==> src/rtl/orientation_histogram.sv <==
// Maps gradient ratio quotients to 8 unsigned orientation bins. Accumulates magnitude per
// bin over a cell of CELL_N samples, then streams the 8 bin totals out with valid/ready.
module orientation_histogram #(
  parameter int CELL_N = 64,
  parameter int MAG_W  = 16,
  parameter int ACC_W  = 24,
  parameter int T1     = 7,
  parameter int T2     = 16,
  parameter int T3     = 39
) (
  input  logic             clk,
  input  logic             reset,
  input  logic             in_valid,
  input  logic [7:0]       quotient,
  input  logic             sign_x,
  input  logic             sign_y,
  input  logic             gx_zero,
  input  logic [MAG_W-1:0] mag,
  output logic             in_ready,
  output logic             hist_valid,
  input  logic             hist_ready,
  output logic [2:0]       hist_bin,
  output logic [ACC_W-1:0] hist_data,
  output logic             overrun
);

  typedef enum logic [1:0] {
    ST_ACCUM = 2'd0,
    ST_FLUSH = 2'd1,
    ST_DUMP  = 2'd2
  } state_e;

  localparam int CW    = $clog2(CELL_N + 1);
  localparam int SUM_W = ((ACC_W > MAG_W) ? ACC_W : MAG_W) + 1;
  localparam logic [SUM_W-1:0] ACC_MAX = {{(SUM_W-ACC_W){1'b0}}, {ACC_W{1'b1}}};

  state_e             state_q;
  logic               in_ready_q;
  logic [CW-1:0]      count_q;
  logic               s1_valid_q;
  logic [2:0]         s1_bin_q;
  logic [MAG_W-1:0]   s1_mag_q;
  logic               s2_valid_q;
  logic [ACC_W-1:0]   bins_q [8];
  logic               hist_valid_q;
  logic [2:0]         hist_bin_q;
  logic [ACC_W-1:0]   hist_data_q;
  logic               overrun_q;

  logic               accept_d;
  logic [SUM_W-1:0]   acc_sum_d;
  logic [ACC_W-1:0]   acc_next_d;

  // Unsigned orientation: mirrored sub-sector when exactly one gradient component is negative.
  function automatic logic [2:0] quantise(input logic [7:0] q, input logic sx,
                                          input logic sy, input logic gz);
    logic [1:0] sub;
    if (q < 8'(T1)) begin
      sub = 2'd0;
    end else if (q < 8'(T2)) begin
      sub = 2'd1;
    end else if (q < 8'(T3)) begin
      sub = 2'd2;
    end else begin
      sub = 2'd3;
    end
    if (gz) begin
      return 3'd4;
    end else if (sx ^ sy) begin
      return 3'd7 - {1'b0, sub};
    end else begin
      return {1'b0, sub};
    end
  endfunction

  assign accept_d   = in_valid & in_ready_q;
  assign in_ready   = in_ready_q;
  assign hist_valid = hist_valid_q;
  assign hist_bin   = hist_bin_q;
  assign hist_data  = hist_data_q;
  assign overrun    = overrun_q;

  // Saturating read-modify-write value for the bin addressed by stage 1.
  always_comb begin
    acc_sum_d = {{(SUM_W-ACC_W){1'b0}}, bins_q[s1_bin_q]} + {{(SUM_W-MAG_W){1'b0}}, s1_mag_q};
    if (acc_sum_d > ACC_MAX) begin
      acc_next_d = {ACC_W{1'b1}};
    end else begin
      acc_next_d = acc_sum_d[ACC_W-1:0];
    end
  end

  // Control FSM, sample pipeline, bin storage and registered stream outputs.
  always_ff @(posedge clk) begin
    if (!reset) begin
      state_q      <= ST_ACCUM;
      in_ready_q   <= 1'b1;
      count_q      <= '0;
      s1_valid_q   <= 1'b0;
      s1_bin_q     <= 3'd0;
      s1_mag_q     <= '0;
      s2_valid_q   <= 1'b0;
      hist_valid_q <= 1'b0;
      hist_bin_q   <= 3'd0;
      hist_data_q  <= '0;
      overrun_q    <= 1'b0;
      for (int i = 0; i < 8; i++) begin
        bins_q[i] <= '0;
      end
    end else begin
      s1_valid_q <= accept_d;
      s2_valid_q <= s1_valid_q;
      if (accept_d) begin
        s1_bin_q <= quantise(quotient, sign_x, sign_y, gx_zero);
        s1_mag_q <= mag;
      end
      // Single-cycle read-modify-write, so consecutive hits on one bin never race.
      if (s1_valid_q) begin
        bins_q[s1_bin_q] <= acc_next_d;
      end
      if (in_valid && !in_ready_q) begin
        overrun_q <= 1'b1;
      end
      case (state_q)
        ST_ACCUM: begin
          if (accept_d) begin
            if (count_q == CW'(CELL_N - 1)) begin
              count_q    <= '0;
              state_q    <= ST_FLUSH;
              in_ready_q <= 1'b0;
            end else begin
              count_q <= count_q + CW'(1);
            end
          end
        end
        ST_FLUSH: begin
          if (!s1_valid_q && !s2_valid_q) begin
            state_q      <= ST_DUMP;
            hist_valid_q <= 1'b1;
            hist_bin_q   <= 3'd0;
            hist_data_q  <= bins_q[0];
          end
        end
        ST_DUMP: begin
          if (hist_ready) begin
            bins_q[hist_bin_q] <= '0;
            if (hist_bin_q == 3'd7) begin
              hist_valid_q <= 1'b0;
              hist_bin_q   <= 3'd0;
              hist_data_q  <= '0;
              state_q      <= ST_ACCUM;
              in_ready_q   <= 1'b1;
            end else begin
              hist_bin_q  <= hist_bin_q + 3'd1;
              hist_data_q <= bins_q[hist_bin_q + 3'd1];
            end
          end
        end
        default: begin
          state_q    <= ST_ACCUM;
          in_ready_q <= 1'b1;
        end
      endcase
    end
  end

endmodule

==> config.mk <==
export PLATFORM = sky130hd
export DESIGN_NAME = orientation_histogram
export DESIGN_NICKNAME = d
export VERILOG_FILES = /design/src/rtl/orientation_histogram.sv
export SDC_FILE = /design/constraint.sdc
export NUM_CORES = 1
export LEC_CHECK = 0
export CAP_MARGIN = 20
export CORE_AREA = 2 2 149 151
export DETAILED_ROUTE_END_ITERATION = 8
export DIE_AREA = 0 0 151 153
export GPL_TIMING_DRIVEN = 0
export PLACE_DENSITY = 0.83
export SKIP_LAST_GASP = 1
export SYNTH_ARGS = -nofsm -noshare
export SYNTH_HDL_FRONTEND = slang
export SYNTH_SLANG_ARGS = --single-unit
==> constraint.sdc <==
create_clock -name clk -period 8.3 [get_ports clk]
set_clock_uncertainty 0.2 [all_clocks]
set_input_delay 2.49 -clock clk [delete_from_list [all_inputs] [get_ports clk]]
set_output_delay 2.49 -clock clk [all_outputs]
set_load 0.1 [all_outputs]
==> flow_summary.ini <==
[placement]
dp_hpwl_um = 36900
gp_congestion = 1.06
port_buffers = 59
place.detailed.instances = 1727

[logic_synthesis]
synth_cell_types = 62
synth.avg_cell_area_um2 = 9.85
synth-xor-area-share = 0.00961
synth-async-reset-ratio = 0
ys_dominant_reg_cell = sky130_fd_sc_hd__dfxtp_1
synth_top_family_by_area = compound AO/OA/AOI/OAI gates
synthesis.area_um2 = 13700
synth_compound_area_frac = 0.213
simple_logic_cell_fraction_of_the_synthesized_area = 0.136
post_synth_fa_ha_maj_area_fraction = 0.0189
postSynthRegisterBits = 255
postSynthCellCount = 1387
synth.yosys.seq_area_share = 0.374
syn_nets = 1438
yosysWarnings = 0
synth-edff-count = 0
muxShareOfSynthArea = 0.201

[setup_path]
critical_path_class = flip-flop to flip-flop
crit-reg2reg-capture = bins_q[2][15]$_SDFFE_PP0P_
termination_of_the_worst_setup_path = bins_q[2][15]$_SDFFE_PP0P_
worst_setup_path_end_kind = flip-flop
cp-start-kind = flip-flop
cp.arrival_ns = 6.62
worstRegToRegCells = 16
path_max_fanout = 10
reg2reg_slack_ns = 1.86
cp.required_ns = 8.48

[timing]
timing_max_transition_violations_final = 0
fmax_ghz = 0.155
timing_worst_slew_pin_value_ns = 1.15
setup-tns-final_ns = 0
min_period_ns = 6.44
hold_viol = 0
report.final.setup_viol = 0
rsz0062_at_grt = no
fin_crit_sh = 0.776
maxSlewHeadroom = 0.231

[detailed_routing]
avgViaCountPerCell = 7.75
final_antenna_net_count = 0
wl_per_cell_um = 29.6
drtIter0Drc = 2679
vias = 13800
number_of_iterations_in_the_first_detailed_routing_pass = 7
route.detailed.drc = 0
drt-total-wl_um = 52800

[final_layout]
final_nets = 1533
most-common-layout-cells = sky130_fd_sc_hd__dfxtp_1 (255), sky130_fd_sc_hd__nand3_1 (140), sky130_fd_sc_hd__a21oi_1 (124)
finish.cell_count_without_fillers = 1783
multi_input_area_um2 = 7910
flow.area_growth_from_synthesis_pct = 13.9
layout.cells.most_common = sky130_fd_sc_hd__dfxtp_1
fill_cells = 1546
area_occupied_by_registers_um2 = 5100
fraction_of_layout_instances_using_a_drive_strength_above_1 = 0.152

[power_and_ir_drop]
max-vdd-ir-drop_mv = 0.124
p_leak_nw = 5.08
p_per_area_nw_per_um2 = 177

[global_route]
grt_antenna_before_repair = 2
pin_count_of_the_biggest_net_entering_global_routing = 14
number_of_global_route_vias_before_repair = 13000
groute.usage.overall = 0.448
grt_first_pass_wirelength_um = 77700
global_route.overflow_total = 0

[die]
io_pins = 61
number_of_core_rows = 54
die_area_um2 = 23100
die_h_um = 153
initial_core_util = 0.636
die_x_um = 151
placeable_core_area_um2 = 21500

[cts]
clk_pin_slew_ns = 0.06
post_cts.resized_instances = 0
cts_tree = yes
clock_tree.buffer_depth = 3
clock_insertion_delay_worst_skew_ns = 0.57
cts-root-buf = sky130_fd_sc_hd__clkbuf_16
cts-hold-fix-buffers = 0
cts.sink_count = 255
post_cts.repair.setup_buffers = 0
tritoncts.num_buffers = 28
cts.htree.levels = 1

[run_status]
outcome = complete, no violations

[worst_hold_path]
hp-class = flip-flop to flip-flop

[job]
maxCapViolCount = 0
layer usage:
layer / routed length [um] / up-vias / track usage
met4: 4600 / 0 / 0.304
met1: 17400 / 6476 / 0.556
li1: - / 5620 / -
met3: 8650 / 370 / 0.162
met5: 0 / - / 0
met2: 22100 / 1347 / 0.651
flip-flops by register name, indices dropped and copies added (netlist names), named ones only:
name / flops
s2_valid_q: 1
s1_mag_q: 16
s1_valid_q: 1
s1_bin_q: 3
hist_bin: 3
state_q: 2
overrun: 1
hist_valid: 1
bins_q: 192
count_q: 7
in_ready: 1
hist_data: 24
Yosys cell counts, drive strengths merged, types with 6 or more instances:
cell type  number  area share
nor3b          26       0.014
o211ai          9      0.0049
nor3           16      0.0062
clkbuf        112       0.031
o31a           10      0.0064
mux2           45       0.037
o21a            9      0.0049
nand3         140       0.051
nand2b         16      0.0073
mux2i           8      0.0059
o21ai          56       0.021
mux4           96        0.16
a21oi         124       0.045
or3             6      0.0027
xnor2          11      0.0070
a21boi         19       0.010
and2            7      0.0032
nor2b          13      0.0060
inv             8      0.0022
nand2          64       0.018
ha             19       0.017
a221oi         24       0.015
buf            30       0.015
dfxtp         255        0.37
nor2           56       0.015
nand4           6      0.0027
o22ai          92       0.044
a311oi         65       0.045
layout make-up:
class | instances | area share
Antenna cell | 1 | 0.000161
Timing Repair Buffer | 65 | 0.0418
Buffer | 142 | 0.0402
Clock inverter | 13 | 0.00619
Tap cell | 280 | 0.0225
Clock buffer | 37 | 0.0511
Sequential cell | 255 | 0.328
Inverter | 8 | 0.00193
Multi-Input combinational cell | 982 | 0.508
cells by family after synthesis:
| kind of cell | Yosys count |
|---|---|
| AO/OA/AOI/OAI | 434 |
| AND/OR/NAND/NOR | 364 |
| flip-flops | 255 |
| buffers and inverters | 150 |
| multiplexers | 149 |
| adder cells (fa/ha/maj) | 20 |
| XOR/XNOR | 15 |
report_power, final:
part | leakage [nW] | total, mW | switching, mW | internal (mW)
Clock | 0.448 | 1.24 | 0.539 | 0.702
Combinational | 2.57 | 0.250 | 0.162 | 0.0878
Sequential | 2.06 | 1.26 | 0.0178 | 1.24
Total | 5.08 | 2.75 | 0.719 | 2.03
worst min path at each step:
stage,slack (ns),from,cells after the start,end
2_1_floorplan,0.23,count_q[6]$_SDFFE_PN0P_,2,count_q[6]$_SDFFE_PN0P_
3_3_place_gp,0.25,overrun$_SDFFE_PN0P_,1,overrun$_SDFFE_PN0P_
4_1_cts,0.27,count_q[6]$_SDFFE_PN0P_,2,count_q[6]$_SDFFE_PN0P_
3_5_place_dp,0.26,count_q[6]$_SDFFE_PN0P_,2,count_q[6]$_SDFFE_PN0P_
6_report,0.26,overrun$_SDFFE_PN0P_,1,overrun$_SDFFE_PN0P_
5_1_grt,0.30,s1_mag_q[8]$_SDFFE_PN0P_,2,s1_mag_q[8]$_SDFFE_PN0P_
critical path: stages (launching register included):
cell and delay [ns]:
sky130_fd_sc_hd__dfxtp_1 0.45, sky130_fd_sc_hd__buf_2 0.30, sky130_fd_sc_hd__buf_1 0.57, sky130_fd_sc_hd__buf_2 0.57
sky130_fd_sc_hd__mux4_2 0.58, sky130_fd_sc_hd__mux2_2 0.33, sky130_fd_sc_hd__ha_1 0.23, sky130_fd_sc_hd__inv_1 0.08
sky130_fd_sc_hd__fa_1 0.20, sky130_fd_sc_hd__nor2b_1 0.08, sky130_fd_sc_hd__o31a_1 0.28, sky130_fd_sc_hd__o31a_1 0.31
sky130_fd_sc_hd__nor3_2 0.58, sky130_fd_sc_hd__nor4_1 0.15, sky130_fd_sc_hd__buf_4 0.25, sky130_fd_sc_hd__a21oi_1 0.84
sky130_fd_sc_hd__o22ai_1 0.23
metrics by stage:
stage	hold slack [ns]	total power, mW	util	setup slack [ns]	instance area (um2)
final	0.263	2.75	0.724	1.86	15600
after global routing	0.295	2.79	0.724	1.77	15600
after CTS	0.265	2.71	0.722	2.09	15500
after detailed placement	0.255	1.52	0.681	2.14	14600
after global placement	0.247	1.51	0.680	2.25	14600
after floorplan	0.229	1.43	-	3.80	13700
Note: power is estimated with default switching activity, not from simulation.
